===== config.mk =====
export PLATFORM = sky130hd
export DESIGN_NAME = serial_add_ctrl
export DESIGN_NICKNAME = d
export VERILOG_FILES = /design/src/rtl/serial_add_pkg.sv /design/src/rtl/serial_fa_cell.sv /design/src/rtl/serial_add_ctrl.sv
export SDC_FILE = /design/constraint.sdc
export NUM_CORES = 1
export LEC_CHECK = 0
export ABC_CLOCK_PERIOD_IN_PS = 1350
export CAP_MARGIN = 25
export CORE_ASPECT_RATIO = 0.9
export CORE_MARGIN = 3
export CORE_UTILIZATION = 45
export DETAILED_ROUTE_END_ITERATION = 8
export PLACE_DENSITY_LB_ADDON = 0.3
export SLEW_MARGIN = 15
export SYNTH_ARGS = -nofsm -noshare
export SYNTH_HDL_FRONTEND = slang
export SYNTH_SLANG_ARGS = --single-unit

===== constraint.sdc =====
create_clock -name clk -period 1.35 [get_ports clk]
set_input_delay 0.3375 -clock clk [delete_from_list [all_inputs] [get_ports clk]]
set_output_delay 0.3375 -clock clk [all_outputs]
set_load 0.01 [all_outputs]

===== src/rtl/serial_add_pkg.sv =====
// Shared types and constants for the bit-serial adder controller.
package serial_add_pkg;

    // Legal operand width range for the controller.
    localparam int MIN_WIDTH = 1;
    localparam int MAX_WIDTH = 32;

    // Controller states, fixed 2-bit encoding.
    typedef enum logic [1:0] {
        IDLE = 2'b00,
        RUN  = 2'b01,
        DONE = 2'b10
    } state_t;

    // Bit counter width: enough to count 0..WIDTH-1, never narrower than 1 bit.
    function automatic int cnt_width(input int width);
        if (width > 1) begin
            return $clog2(width);
        end else begin
            return 1;
        end
    endfunction

endpackage


===== src/rtl/serial_fa_cell.sv =====
// Combinational 1-bit full adder built from two half-add stages.
module serial_fa_cell
    import serial_add_pkg::*;
(
    input  logic a,
    input  logic b,
    input  logic cin,
    output logic s,
    output logic cout
);

    logic w_p;
    logic w_g;

    // First half-add stage: propagate and generate of the operand bits.
    assign w_p = a ^ b;
    assign w_g = a & b;

    // Second half-add stage: fold in the incoming carry.
    assign s    = w_p ^ cin;
    assign cout = w_g | (cin & w_p);

endmodule


===== src/rtl/serial_add_ctrl.sv =====
// Bit-serial adder controller: accepts one operand pair, adds it LSB first
// through a single full-adder cell over WIDTH cycles, then holds the result
// until the downstream handshake completes.
module serial_add_ctrl
    import serial_add_pkg::*;
#(
    parameter int WIDTH = 8
) (
    input  logic             clk,
    input  logic             rst,
    input  logic             i_valid,
    output logic             o_ready,
    input  logic [WIDTH-1:0] i_a,
    input  logic [WIDTH-1:0] i_b,
    output logic             o_valid,
    input  logic             i_ready,
    output logic [WIDTH-1:0] o_sum,
    output logic             o_carry,
    output logic             o_busy
);

    localparam int            CW       = cnt_width(WIDTH);
    localparam logic [CW-1:0] CNT_LAST = CW'(WIDTH - 1);
    localparam logic [CW-1:0] CNT_ONE  = CW'(1);

    state_t           r_state;
    state_t           w_next_state;
    logic [WIDTH-1:0] r_a;
    logic [WIDTH-1:0] r_b;
    logic [WIDTH-1:0] r_sum;
    logic             r_carry;
    logic [CW-1:0]    r_cnt;

    logic             w_accept;
    logic             w_last_bit;
    logic             w_cell_s;
    logic             w_cell_cout;
    logic [WIDTH-1:0] w_sum_shift;

    assign w_accept   = (r_state == IDLE) && i_valid;
    assign w_last_bit = (r_cnt == CNT_LAST);

    serial_fa_cell u_fa_cell (
        .a    (r_a[0]),
        .b    (r_b[0]),
        .cin  (r_carry),
        .s    (w_cell_s),
        .cout (w_cell_cout)
    );

    // Sum register shifted right with the new cell sum entering at the MSB.
    always_comb begin
        w_sum_shift              = r_sum >> 1;
        w_sum_shift[WIDTH-1]     = w_cell_s;
    end

    // State register.
    always_ff @(posedge clk or posedge rst) begin
        if (rst) begin
            r_state <= IDLE;
        end else begin
            r_state <= w_next_state;
        end
    end

    // Next-state logic: accept in IDLE, count WIDTH bits in RUN, wait for ready in DONE.
    always_comb begin
        w_next_state = r_state;
        case (r_state)
            IDLE: begin
                if (i_valid) begin
                    w_next_state = RUN;
                end else begin
                    w_next_state = IDLE;
                end
            end
            RUN: begin
                if (w_last_bit) begin
                    w_next_state = DONE;
                end else begin
                    w_next_state = RUN;
                end
            end
            DONE: begin
                if (i_ready) begin
                    w_next_state = IDLE;
                end else begin
                    w_next_state = DONE;
                end
            end
            default: begin
                w_next_state = IDLE;
            end
        endcase
    end

    // Handshake and status outputs decoded from the state register only.
    always_comb begin
        o_ready = 1'b0;
        o_valid = 1'b0;
        o_busy  = 1'b0;
        case (r_state)
            IDLE: begin
                o_ready = 1'b1;
            end
            RUN: begin
                o_busy  = 1'b1;
            end
            DONE: begin
                o_valid = 1'b1;
                o_busy  = 1'b1;
            end
            default: begin
                o_ready = 1'b0;
            end
        endcase
    end

    // Datapath: capture operands on acceptance, then shift one bit per RUN cycle.
    always_ff @(posedge clk or posedge rst) begin
        if (rst) begin
            r_a     <= '0;
            r_b     <= '0;
            r_sum   <= '0;
            r_carry <= 1'b0;
            r_cnt   <= '0;
        end else if (w_accept) begin
            r_a     <= i_a;
            r_b     <= i_b;
            r_sum   <= '0;
            r_carry <= 1'b0;
            r_cnt   <= '0;
        end else if (r_state == RUN) begin
            r_a     <= r_a >> 1;
            r_b     <= r_b >> 1;
            r_sum   <= w_sum_shift;
            r_carry <= w_cell_cout;
            r_cnt   <= r_cnt + CNT_ONE;
        end
    end

    assign o_sum   = r_sum;
    assign o_carry = r_carry;

endmodule

Yosys cells after proc, flatten, opt, wreduce, memory -nomap -nowiden
Cells that the tools add are included.
{"block": "totals", "ff_bits": 30, "latch_bits": 0, "ramBits": 0, "romBits": 0, "out_inout_bits": 12, "elab_cells": 36, "mem_count": 0}
{"block": "classes", "n_addsub": 1, "multipliers": 0, "div": 0, "magnitude_cmp": 0, "eq_ne": 3, "n_shift": 0, "muxes": 17, "bitwise": 5, "reduce_logical": 4}
{"operator": "2-to-1 mux 8 bit", "n": 6}
{"operator": "2-to-1 mux 1 bit", "n": 6}
{"operator": "2-to-1 mux 3 bit", "n": 2}
{"operator": "case mux 2 bit (3 select lines)", "n": 1}
{"operator": "2-to-1 mux 2 bit", "n": 2}
{"operator": "adder 3 x 1 -> 3 bit (second input constant)", "n": 1}
{"operator": "== test 3 bit (second input constant)", "n": 1}
{"operator": "bitwise AND 1 bit", "n": 2}
{"operator": "== test 2 x 1 -> 1 bit (second input constant)", "n": 1}
{"operator": "== test 2 bit (second input constant)", "n": 1}
{"operator": "zero test 2 bit", "n": 1}
{"operator": "nonzero test 2 bit", "n": 1}
{"operator": "OR reduction 2 bit", "n": 1}
{"operator": "XOR 1 bit", "n": 2}
{"operator": "logical AND 1 bit", "n": 1}
{"operator": "bitwise OR 1 bit", "n": 1}

Longest topological paths before layout
{"block": "depth", "word_depth": 5, "depth_mapped": 7}

Cells and area by module
Synthesis repeated with hierarchy kept, for this count alone.
{"block": "hier_totals", "cells_unflattened": 130, "hier_area_um2": 1490.2}
{"mod": "serial_add_ctrl", "instances": 1, "cells_each": 129, "area_each_um2": 1470.2, "seq_area_each_um2": 750.7}
{"mod": "serial_fa_cell", "instances": 1, "cells_each": 1, "area_each_um2": 20.0, "seq_area_each_um2": 0.0}

Worst setup path after synthesis
Ideal clock, no wire load.
{"block": "synth_path", "kind": "register to register", "start": "register r_state[0]", "end": "register r_a[0]", "setup_ns": 0.119, "arrival_time_ns": 1.269, "required_ns": 1.231, "setup_slack_ns": -0.038, "stages_incl_launch_ff": 8, "synth_period_minus_slack_ns": 1.388, "cell_sequence": "dfrtp_1 -> inv_1 -> ha_1 -> buf_4 -> and2_4 -> buf_6 -> buf_6 -> o21ai_2"}
{"block": "synth_between", "elab_chain_cells": 3, "elab_cells_between_ends": 5, "cone_classes": "eq/ne: 1; mux: 1; reduce/logical: 3"}
{"item": "start: declaration", "line": "serial_add_ctrl.sv:26", "source": "state_t r_state;"}
{"item": "start signal: assignment", "line": "serial_add_ctrl.sv:62", "source": "r_state <= w_next_state;"}
{"item": "zero test 2 bit", "line": "serial_add_ctrl.sv:40", "source": "assign w_accept = (r_state == IDLE) && i_valid;"}
{"item": "logical AND 1 bit", "line": "serial_add_ctrl.sv:40"}
{"item": "2-to-1 mux 8 bit / nonzero test 2 bit (equally long branches)"}
{"item": "end signal: assignment", "line": "serial_add_ctrl.sv:128", "source": "r_a <= i_a;"}
{"item": "end signal: assignment", "line": "serial_add_ctrl.sv:134", "source": "r_a <= r_a >> 1;"}
{"item": "end: declaration", "line": "serial_add_ctrl.sv:28", "source": "logic [WIDTH-1:0] r_a;"}
Parallel ways exist; a longest one is shown, timed or not.
A chain may end at the register's enable or synchronous reset.

Worst setup path in the final report
{"block": "layout_path", "start": "register r_state[1]", "end": "output o_valid"}
{"block": "layout_between", "elab_chain_cells": 2}
{"item": "== test 2 bit", "line": "serial_add_ctrl.sv:102", "source": "case (r_state)"}
{"item": "2-to-1 mux 1 bit", "line": "serial_add_ctrl.sv:102"}
{"item": "end: declaration", "line": "serial_add_ctrl.sv:15", "source": "output logic o_valid,"}
No other way between the ends.

==> impl_results.md <==
* Antenna cells at 0
* Max Clock Freq at 695 MHz
* Nets at 201
* Area grow syn2layout at 49.7%
* Top cell type's share of synthesized area at around half
* Ys Warns at 0
* Post-synth EDFFs at 0
* Number of remaining DRC errors at 0
* IR Drop Worst-Case VDD at 1.44 mV
* Clock Sinks at 30
* Fin crit period at 1440 ps
* Synthesized instance count at 130
* WL/cell at 16.0 um
* Die height at 60.6 um
* Arrival @ worst endpoint at approximately 1100 ps
* Synth top area cells: dfrtp_1 50%, mux2i_1 17%, nand3_1 5.4%, ha_1 5.0%, o21ai_2 4.7%
* Clock Tree Buf Depth at 2
* TritonCTS clock tree: built
* Die width at around 67 um
* Crit share post-route at 107%
* Layout cells sized above 1 at between 20 and 30%
* Leading area contributor after synthesis: dfrtp_1
* #FFs+latches synth at 30
* Leakage power at 1.07 nW
* Unique masters post-synth at 18
* Hold Buf Count CTS at 0
* Tightest Pin Transition at 251 ps
* Final Wtd Congestion at between 0.7 and 0.8
* Final hold violation count at 0
* Vias in the first global route at 1182
* GR Util All Layers at 19.6%
* Clk Latency, worst-skew pair at 280 ps
* Top FF cell, synth: dfrtp_1
* CTS root buf: clkbuf_8
* Crit end category: primary output
* Syn_nets at 157
* Async SR Flop Fraction at 100%
* Post-route ant nets at 0
* Critical path fanouts, max at 2
* Final Slew Violations at 0
* TritonRoute pass-1 iters at 4
* Core ar. at roughly 3100 um^2
* R2r setup slk at -60 ps
* H-tree Lvls at 2
* Die footprint at between 4000 and 5000 um^2
* Cell Pwr Density at around 2300 nW/um^2
* Io pins at 32
* Max Cap Violations at 0
* Largest net degree at the start of global routing at 31
* Initial core utilization at about 48%
* Headroom to the max-slew limit at 83.2%
* Failing checks: negative setup slack
* HPWL Detailed at between 1.5 and 2 mm
* CTS clk-pin slew, worst paths at 60 ps
* Setup TNS at -666 ps
* DR vias at 1098
* Post-synthesis sequential area ratio at 50.4%
* Synthesized cell area at between 1000 and 1500 um^2
* PortBufs at 31
* Count leader, synth: dfrtp_1
* Final worst-path setup slack at -89.6 ps
* Placed cell areas at 1890 um^2
* Final WL at roughly 3.5 mm
* Critical Path RT at a little over 1000 ps
* Crit start category: register
* Hold WC Path Type: input port to async pin
* TritonCTS Buffers at 5
* Design area at 2230 um^2
* CP startpoint: r_state[1]
* Row cnt at 19
* Worst Reg-to-Reg Cells at 6
* GRT overflow at 0
* Setup Skew at roughly 5.2 ps
* Status: complete, but fails checks
* RR Startpoint: r_state[1]
* Commonest cells post-synth: 30 x dfrtp_1, 25 x mux2i_1, 16 x nand3_1
* Crit path kind: register to primary output
* Initial antenna violation count at 0
* Vias per std cell at 5.06
* RSZ-0062 raised after global routing: yes
* Worst r2r dst: r_b[2]
* Avg Cell Area, Syn at ~11 um^2
* Iter 0 DRT Violations at 30
* First-pass GRT wire length at roughly 5.7 mm
* Setup violations, final at 18
-- critical path, stage by stage, from the launching register on --
cell and delay (ps):
dfrtp_1 390, buf_4 140, ha_2 170, buf_6 120
-- worst max path at each step --
stage | endpoint | slack, ps | depth (start not counted)
global placement | o_busy | -180 | 3
detailed placement | o_busy | -230 | 3
global route | r_a[5] | -130 | 6
CTS | r_a[5] | -150 | 7
floorplan | r_a[0] | 10 | 7
finish | o_valid | -90 | 3
-- stage by stage --
stage	power, mW	worst slack, ps	std cells	hold WS, ps	util (%)
6_report	5.09	-89.6	217	390	71.6
5_1_grt	5.44	-130	217	416	71.6
4_1_cts	4.95	-147	218	398	70.8
3_5_place_dp	3.57	-227	202	520	60.8
3_3_place_gp	3.46	-185	202	503	60.8
2_1_floorplan	2.89	14.0	130	428	-
-- placed cells by master, fill, tap and decap left out, types with 2 or more instances in the layout --
cell and n:
buf_4 4, nand2_1 2, nand2b_1 4, mux2i_1 20
buf_16 4, nand3_1 16, dfrtp_1 30, nor2_1 10
dlygate4sd2_1 8, clkbuf_8 6, ha_1 3, inv_2 2
o21ai_1 7, ha_4 2, a21oi_1 2, clkdlybuf4s50_1 19
mux2i_4 2, buf_6 5, o21ai_2 9, mux2i_2 3
buf_12 7
-- per-layer routing --
metal	track usage (%)	vias to the layer above	wire length, um
li1	-	535	-
met1	25.1	534	1450
met2	33.3	24	1820
met3	3.89	5	154
met4	6.96	0	41
met5	0	-	0
-- state kept, by name, indices dropped and copies added, names as in the netlist --
name,count
r_b,8
r_a,8
r_cnt,3
o_sum,8
r_state,2
o_carry,1
-- cells by family (layout without fill, tap and decap cells) --
logic type               count (synthesis)  in the layout  synth area share [%]
flip-flops                              30             30                  50.4
AO/OA/AOI/OAI                           18             18                  8.06
XOR/XNOR                                 1              1                 0.588
AND/OR/NAND/NOR                         35             35                  11.2
multiplexers                            25             25                  16.8
adder cells (fa/ha/maj)                  7              7                  6.38
buffers and inverters                   14             59                  6.63
-- timing repair --
item                                   4_1_cts  5_1_grt
gates resized for setup                     49       11
endpoints found under the hold margin        0        0
cloned                                       4        0
pin swaps                                    3        5
setup endpoints to repair                   39       34
buffers inserted                             4        1
-- power breakdown --
| group | internal [mW] | total (mW) | switching (mW) |
|---|---|---|---|
| Sequential | 1.28 | 1.56 | 0.277 |
| Combinational | 1.59 | 2.81 | 1.22 |
| Clock | 0.410 | 0.725 | 0.315 |
| Total | 3.28 | 5.09 | 1.81 |
-- layout make-up --
type / instances / area (um^2)
Fill cell: 238 / 883
Tap cell: 42 / 52.6
Clock inverter: 1 / 5.00
Sequential cell: 30 / 751
Inverter: 3 / 11.3
Multi-Input combinational cell: 86 / 718
Clock buffer: 7 / 86.3
Timing Repair Buffer: 48 / 607
(Power assumes the default switching activity.)
